===== config.mk =====
export PLATFORM = sky130hd
export DESIGN_NAME = spi_cmd_decoder
export DESIGN_NICKNAME = d
export VERILOG_FILES = /design/src/rtl/common_pkg.sv /design/src/rtl/spi_cmd_decoder.sv
export SDC_FILE = /design/constraint.sdc
export NUM_CORES = 1
export LEC_CHECK = 0
export CAP_MARGIN = 20
export CORE_ASPECT_RATIO = 0.75
export CORE_MARGIN = 2
export CORE_UTILIZATION = 50
export DETAILED_ROUTE_END_ITERATION = 6
export GPL_TIMING_DRIVEN = 0
export PLACE_DENSITY_LB_ADDON = 0.3
export SKIP_CTS_REPAIR_TIMING = 1
export SKIP_LAST_GASP = 1
export SYNTH_ARGS = -nofsm -noshare
export SYNTH_HDL_FRONTEND = slang
export SYNTH_SLANG_ARGS = --single-unit
export TNS_END_PERCENT = 100

===== constraint.sdc =====
create_clock -name sys_clock_i -period 2.3 [get_ports sys_clock_i]
set_input_delay 0.23 -clock sys_clock_i [delete_from_list [all_inputs] [get_ports sys_clock_i]]
set_output_delay 0.23 -clock sys_clock_i [all_outputs]
set_load 0.005 [all_outputs]

===== src/rtl/common_pkg.sv =====
// rtl/common_pkg.sv - shared opcode and FSM state definitions for the SPI command decoder
package common_pkg;

    typedef enum logic [2:0] {
        OP_WRITE_AT   = 3'b000,
        OP_READ_AT    = 3'b001,
        OP_WRITE_NEXT = 3'b010,
        OP_READ_NEXT  = 3'b011
    } opcode_e;

    typedef enum logic [2:0] {
        ST_CMD     = 3'd0,
        ST_ADDR_HI = 3'd1,
        ST_ADDR_LO = 3'd2,
        ST_DATA    = 3'd3,
        ST_BUS     = 3'd4,
        ST_IGNORE  = 3'd5
    } state_e;

    function automatic logic [2:0] cmd_opcode(input logic [7:0] cmd);
        return cmd[7:5];
    endfunction

endpackage


===== src/rtl/spi_cmd_decoder.sv =====
// rtl/spi_cmd_decoder.sv - decodes SPI command frames into single-byte bus reads and writes
module spi_cmd_decoder
    import common_pkg::*;
#(
    parameter int ADDR_WIDTH = 17
) (
    input  logic                  sys_clock_i,
    input  logic                  sys_reset_n_i,
    input  logic                  spi_frame_start_i,
    input  logic                  spi_rx_valid_i,
    input  logic [7:0]            spi_rx_data_i,
    output logic [7:0]            spi_tx_data_o,
    output logic                  spi_tx_valid_o,
    output logic                  bus_req_o,
    output logic                  bus_we_o,
    output logic [ADDR_WIDTH-1:0] bus_addr_o,
    output logic [7:0]            bus_wr_data_o,
    input  logic                  bus_ack_i,
    input  logic [7:0]            bus_rd_data_i
);

    state_e                  r_state;
    state_e                  w_next_state;
    logic [ADDR_WIDTH-1:0]   r_addr;
    logic                    r_a16;
    logic [7:0]              r_addr_hi;
    logic                    r_we;
    logic [7:0]              r_wr_data;
    logic [7:0]              r_tx_data;
    logic                    r_tx_valid;

    logic                    w_byte;
    logic                    w_ack;
    logic [2:0]              w_op;
    logic                    w_op_next;
    logic [ADDR_WIDTH-1:0]   w_next_addr;
    logic [ADDR_WIDTH-1:0]   w_new_addr;

    // A frame start in the same cycle as a byte discards that byte.
    assign w_byte      = spi_rx_valid_i & ~spi_frame_start_i;
    assign w_ack       = (r_state == ST_BUS) & bus_ack_i;
    assign w_op        = cmd_opcode(spi_rx_data_i);
    assign w_op_next   = (w_op == OP_WRITE_NEXT) | (w_op == OP_READ_NEXT);
    assign w_next_addr = r_addr + ADDR_WIDTH'(1);
    assign w_new_addr  = ADDR_WIDTH'({r_a16, r_addr_hi, spi_rx_data_i});

    always_ff @(posedge sys_clock_i or negedge sys_reset_n_i) begin
        if (!sys_reset_n_i) begin
            r_state <= ST_CMD;
        end else begin
            r_state <= w_next_state;
        end
    end

    always_comb begin
        w_next_state = r_state;
        if (r_state == ST_BUS) begin
            // Frame start cannot abort a bus transaction; only the ack leaves BUS.
            if (bus_ack_i) begin
                w_next_state = ST_CMD;
            end
        end else if (spi_frame_start_i) begin
            w_next_state = ST_CMD;
        end else if (spi_rx_valid_i) begin
            case (r_state)
                ST_CMD: begin
                    case (w_op)
                        OP_WRITE_AT, OP_READ_AT: w_next_state = ST_ADDR_HI;
                        OP_WRITE_NEXT:           w_next_state = ST_DATA;
                        OP_READ_NEXT:            w_next_state = ST_BUS;
                        default:                 w_next_state = ST_IGNORE;
                    endcase
                end
                ST_ADDR_HI: w_next_state = ST_ADDR_LO;
                ST_ADDR_LO: w_next_state = r_we ? ST_DATA : ST_BUS;
                ST_DATA:    w_next_state = ST_BUS;
                default:    w_next_state = r_state;
            endcase
        end
    end

    always_comb begin
        bus_req_o = 1'b0;
        if (r_state == ST_BUS) begin
            bus_req_o = 1'b1;
        end
    end

    assign bus_we_o       = r_we;
    assign bus_addr_o     = r_addr;
    assign bus_wr_data_o  = r_wr_data;
    assign spi_tx_data_o  = r_tx_data;
    assign spi_tx_valid_o = r_tx_valid;

    always_ff @(posedge sys_clock_i or negedge sys_reset_n_i) begin
        if (!sys_reset_n_i) begin
            r_addr     <= '0;
            r_a16      <= 1'b0;
            r_addr_hi  <= 8'h00;
            r_we       <= 1'b0;
            r_wr_data  <= 8'h00;
            r_tx_data  <= 8'h00;
            r_tx_valid <= 1'b0;
        end else begin
            r_tx_valid <= 1'b0;
            if (w_byte) begin
                case (r_state)
                    ST_CMD: begin
                        r_we  <= (w_op == OP_WRITE_AT) | (w_op == OP_WRITE_NEXT);
                        r_a16 <= spi_rx_data_i[0];
                        if (w_op_next) begin
                            r_addr <= w_next_addr;
                        end
                    end
                    ST_ADDR_HI: r_addr_hi <= spi_rx_data_i;
                    // Address register only commits once the low byte completes it.
                    ST_ADDR_LO: r_addr    <= w_new_addr;
                    ST_DATA:    r_wr_data <= spi_rx_data_i;
                    default: ;
                endcase
            end
            if (w_ack && !r_we) begin
                r_tx_data  <= bus_rd_data_i;
                r_tx_valid <= 1'b1;
            end
        end
    end

endmodule

# ---- Word-level counts from Yosys, hierarchy flattened
# Cells that the tools add are included.
dict set report totals {
  in_bits 21
  output_inout_bits 36
  regBits 47
  word_cells 47
}
dict set report classes {
  n_reduce_logical 13
  muxes 11
  eq_ne 9
  add_sub_neg 1
  bitwise_logic 5
}
# cell count
set op_table {}
lappend op_table {{$pmux 17 s2} 1}
lappend op_table {{$add 17x1->17 const B} 1}
lappend op_table {{$mux 17} 1}
lappend op_table {{$mux 3} 5}
lappend op_table {{$eq 3x2->1 const B} 4}
lappend op_table {{$pmux 3 s4} 1}
lappend op_table {{$pmux 3 s3} 1}
lappend op_table {{$eq 3x1->1 const B} 2}
lappend op_table {{$logic_not 3->1} 2}
lappend op_table {{$reduce_and 2->1} 3}
lappend op_table {{$reduce_and 3->1} 2}
lappend op_table {{$reduce_bool 6->1} 1}
lappend op_table {{$ne 2x2->1 const B} 2}
lappend op_table {{$eq 3x3->1 const B} 1}
lappend op_table {{$reduce_bool 3->1} 1}
lappend op_table {{$and 1x1->1} 2}
lappend op_table {{$mux 1} 2}
lappend op_table {{$or 1x1->1} 2}
lappend op_table {{$reduce_bool 2->1} 1}
lappend op_table {{$reduce_or 2->1} 1}
lappend op_table {{$logic_and 1x1->1} 1}
lappend op_table {{$logic_not 1->1} 1}
lappend op_table {{$not 1->1} 1}

# ---- Depth between registers and ports, before layout
dict set report logic_depth {
  ltp_word 7
  mapped_depth 7
  mapped_depth_nobuf 5
}

# ---- Least setup slack after synthesis
# Ideal clock, no wire load.
dict set report synth_timing {
  kind {flip-flop to flip-flop}
  start {register r_addr[0] (netlist: bus_addr_o[0])}
  end {register r_addr[12] (netlist: bus_addr_o[12])}
  arrival_time_ns 1.622
  setup_time_ns 0.124
  period_less_slack_ns 1.746
  required_time_ns 2.176
  stages_incl_launch_ff 7
  path_buffers 1
  setup_slack_ns 0.554
  cell_sequence {dfrtp_1 > ha_1 > and4_1 > clkbuf_1 > and3_2 > nor4b_1 > a211o_1}
}
dict set report synth_via {
  elab_chain_len 3
}
# item line_no
set synth_lines {}
lappend synth_lines {{from (decl)} spi_cmd_decoder.sv:24} ;# logic [ADDR_WIDTH-1:0] r_addr;
lappend synth_lines {{from (signal assigned)} spi_cmd_decoder.sv:112} ;# r_addr <= w_next_addr;
lappend synth_lines {{from (signal assigned)} spi_cmd_decoder.sv:117} ;# ST_ADDR_LO: r_addr <= w_new_addr;
lappend synth_lines {{$add 17x1->17} spi_cmd_decoder.sv:44} ;# assign w_next_addr = r_addr + ADDR_WIDTH'(1);
lappend synth_lines {{$mux 17} spi_cmd_decoder.sv:111} ;# if (w_op_next) begin
lappend synth_lines {{$pmux 17 s2} spi_cmd_decoder.sv:107} ;# case (r_state)
# Every way passes these cells. The select of a mux whose other input is x is not followed.
# A chain may end at the register's enable or synchronous reset.

# ---- Worst setup path in the final report
dict set report layout_timing {
  start {register r_state[1]}
  end {output bus_req_o}
}
dict set report layout_via {
  elab_chain_len 2
}
# item line_no
set layout_lines {}
lappend layout_lines {{from (decl)} spi_cmd_decoder.sv:22} ;# state_e r_state;
lappend layout_lines {{from (signal assigned)} spi_cmd_decoder.sv:51} ;# r_state <= w_next_state;
lappend layout_lines {{$eq 3x3->1} spi_cmd_decoder.sv:84} ;# if (r_state == ST_BUS) begin
lappend layout_lines {{$mux 1} spi_cmd_decoder.sv:84}
lappend layout_lines {{to (decl)} spi_cmd_decoder.sv:14} ;# output logic bus_req_o,
# Every way passes these cells.

==> metrics.csv <==
stage,metric,value,unit
die,rows,22,
worst_setup_path,cp.arrival,1.79,ns
logic_synthesis,seq_area_frac_synth,48.1,%
clock_tree,clkSlewWorstSetupHoldPaths,0.10,ns
detailed_routing,detail_route.wl_per_cell,16.6,um
logic_synthesis,synth.ff_latch_count,47,
final_layout,finalInstanceArea,0.00320,sq mm
pwr,vdd_drop_max,0.524,mV
min_path,hp-class,input pin to async pin,
global_route,grt_pass1_vias,1925,
timing,finalSetupViolations,0,
global_route,grt_pass1_wl,9670,um
pwr,power_density,894,mW/mm^2
clock_tree,htreeDepth,2,
final_layout,nNetsFinal,310,
clock_tree,cts_made_buffers,5,
pwr,leakage,1.36,nW
timing,hold_viol,0,
final_layout,area_growth,30.7,%
clock_tree,clkSinkCount,47,
die,ios,57,
detailed_routing,via_count,2015,
clock_tree,clk_latency,0.30,ns
logic_synthesis,mappedNetlistArea,0.00245,sq mm
detailed_routing,route.detailed.drc,0,
run_status,outcome,completed,
flow_run,maxCapViolCount,0,
detailed_routing,dr.pass1.iters,4,
global_route,grt_max_degree,32,
logic_synthesis,ys_warn_count,0,
worst_setup_path,cp-end-kind,output pin,
timing,fin_crit_sh,87.7,%
worst_setup_path,ff2ff_path_depth,6,
global_route,grt_overflow,0,
final_layout,finish.utilization,66.8,%
logic_synthesis,syn_avg_cell_area,11.0,sq um
clock_tree,clock-root-buffer,clkbuf_8,
timing,drv_slew,0,
die,start_util,51.1,%
timing,maxSlewHeadroom,68.4,%
clock_tree,cts_tree,yes,
worst_setup_path,worstSetupPathType,register to output pin,
place,gp_congestion,0.902,
final_layout,layout-drive-gt1-share,22.1,%
die,die_x,84.8,um
logic_synthesis,synth.distinct_cells,51,
place,place_area,0.00310,sq mm
logic_synthesis,synth_nets,245,
clock_tree,clockBufferDepth,2,
timing,fin_crit,2.02,ns
timing,finClkSkew,0.00664,ns
detailed_routing,via_per_inst,5.77,
detailed_routing,postRouteAntennaNets,0,
worst_setup_path,crit_fanout,10,
place,portBuffers,56,
detailed_routing,drt_iter0_markers,95,
final_layout,fill_cells,409,
timing,rsz0062_at_grt,false,
global_route,antenna_found_initial,0,
timing,maxClockFrequency,496,MHz
worst_setup_path,cp_data_required_time,2.07,ns
detailed_routing,routed_wl,5810,um
place,dp_hpwl,4230,um
die,core_area,0.00479,sq mm
logic_synthesis,syn_inst,223,
timing,worst_pin_slew,0.473,ns
die,chipHeight,64.6,um
worst_setup_path,critPathLaunchType,register,
final_layout,antenna_cells,0,
global_route,grt_usage,22.4,%
die,die-area,0.00547,sq mm
-- area by class of cell --
class	instances	area, sq um	share of cell area, %
Clock inverter	3	22.5	0.704
Tap cell	60	75.1	2.35
Inverter	5	18.8	0.587
Multi-Input combinational cell	158	1150	36.1
Timing Repair Buffer	58	586	18.3
Buffer	13	96.3	3.01
Sequential cell	47	1180	36.8
Clock buffer	5	68.8	2.15
-- kinds of logic after synthesis --
group,count (synthesis),synth area share [%]
adders and majority gates,1,0.511
AOI/OAI and AO/OA,57,15.2
muxes,30,13.6
buffers and inverters,18,4.71
DFF,47,48.1
and+or+nand+nor,70,17.9
-- worst paths after layout --
check | from | end | slack (ns)
hold reg to reg | spi_tx_data_o[2] | spi_tx_data_o[2] | 0.51
setup / recovery | r_state[1] | bus_req_o | 0.28
hold / removal | sys_reset_n_i | bus_addr_o[15] | 0.38
min in group sys_clock_i | spi_tx_data_o[2] | spi_tx_data_o[2] | 0.51
max in group asynchronous | sys_reset_n_i | r_state[2] | 1.42
setup reg to reg | bus_addr_o[0] | bus_addr_o[12] | 0.36
-- worst max-delay path, stage by stage, from the launching register on --
cell and delay [ns]:
dfrtp_1 0.40, buf_6 0.14, nor2_1 0.22, and2_1 0.21, clkdlybuf4s50_1 0.51
-- routing by layer --
| metal | up-vias | part of all wire [%] | global-route usage, % |
|---|---|---|---|
| li1 | 947 | - | - |
| met2 | 74 | 45 | 33.2 |
| met5 | - | 0 | 0 |
| met1 | 994 | 48 | 33.4 |
| met3 | 0 | 7.7 | 6.11 |
| met4 | 0 | 0 | 3.97 |
-- cell usage in the layout (no fill, tap or decap), types with 2 or more instances in the layout --
cell type / Yosys / final
a31oi_1: 2 / 2
nand3b_1: 2 / 2
inv_6: 0 / 2
buf_2: 6 / 7
o21a_1: 2 / 2
and3_1: 2 / 2
o21ai_0: 10 / 10
a21oi_1: 22 / 22
nand3_1: 10 / 10
nor2_1: 14 / 14
clkbuf_8: 1 / 6
and3_2: 2 / 2
and2_1: 2 / 2
and4_1: 2 / 2
o22ai_1: 4 / 4
clkdlybuf4s50_1: 0 / 55
dfrtp_1: 47 / 47
inv_1: 5 / 5
nor3b_1: 2 / 2
buf_6: 3 / 3
nand4_1: 3 / 3
nand2_1: 13 / 13
o22a_1: 5 / 5
nand2b_1: 3 / 3
and2_2: 3 / 3
mux2_2: 26 / 26
mux2i_1: 4 / 4
a2bb2oi_1: 3 / 3
-- state kept, by name (all words and copies together), names as in the netlist --
signal          flops
bus_addr_o         17
bus_we_o            1
bus_wr_data_o       8
r_a16               1
r_addr_hi           8
r_state             3
spi_tx_data_o       8
spi_tx_valid_o      1
-- where the power goes --
part / switching, mW / total, mW / internal (mW)
registers: 0.224 / 1.32 / 1.10
logic: 0.368 / 1.02 / 0.648
clock network: 0.301 / 0.521 / 0.220
total: 0.893 / 2.86 / 1.97
-- cells in the mapped netlist (all sizes together) --
library cell / n / area share [%]
a41o: 1 / 0.46
a211oi: 1 / 0.51
nand2b: 3 / 0.77
dfrtp: 47 / 48
nand3: 11 / 2.5
o21a: 2 / 0.61
nand4: 4 / 1.6
or4b: 1 / 0.41
and2: 5 / 1.4
nor4bb: 1 / 0.41
a211o: 1 / 0.36
and3: 4 / 1.1
nor4b: 1 / 0.36
a31oi: 2 / 0.51
a21oi: 22 / 4.5
nor2b: 1 / 0.26
nor3b: 3 / 1.4
ha: 1 / 0.51
a2111oi: 1 / 0.36
inv: 5 / 0.77
buf: 10 / 2.9
nor2: 14 / 2.1
mux2: 26 / 12
a41oi: 1 / 0.36
nand3b: 2 / 0.61
a2bb2oi: 3 / 1.1
o21ai: 11 / 2.4
o211a: 1 / 0.41
mux2i: 4 / 1.6
and2b: 1 / 0.36
o211ai: 2 / 0.82
clkbuf: 3 / 1.0
or3b: 3 / 1.2
nor3: 1 / 0.67
o22a: 5 / 1.8
nand2: 13 / 2.0
o22ai: 4 / 1.0
and4: 2 / 0.72
-- per-stage QoR --
step,setup TNS [ns],power [mW],setup WS [ns],cells,hold slack [ns]
6_report,0,2.86,0.283,349,0.379
5_1_grt,0,3.06,0.170,349,0.414
4_1_cts,0,2.88,0.274,348,-0.142
3_5_place_dp,0,2.35,0.142,340,0.185
3_3_place_gp,-16.34,2.32,-0.351,339,0.486
2_1_floorplan,0,1.77,0.554,223,-0.0656
(Power assumes the default switching activity.)
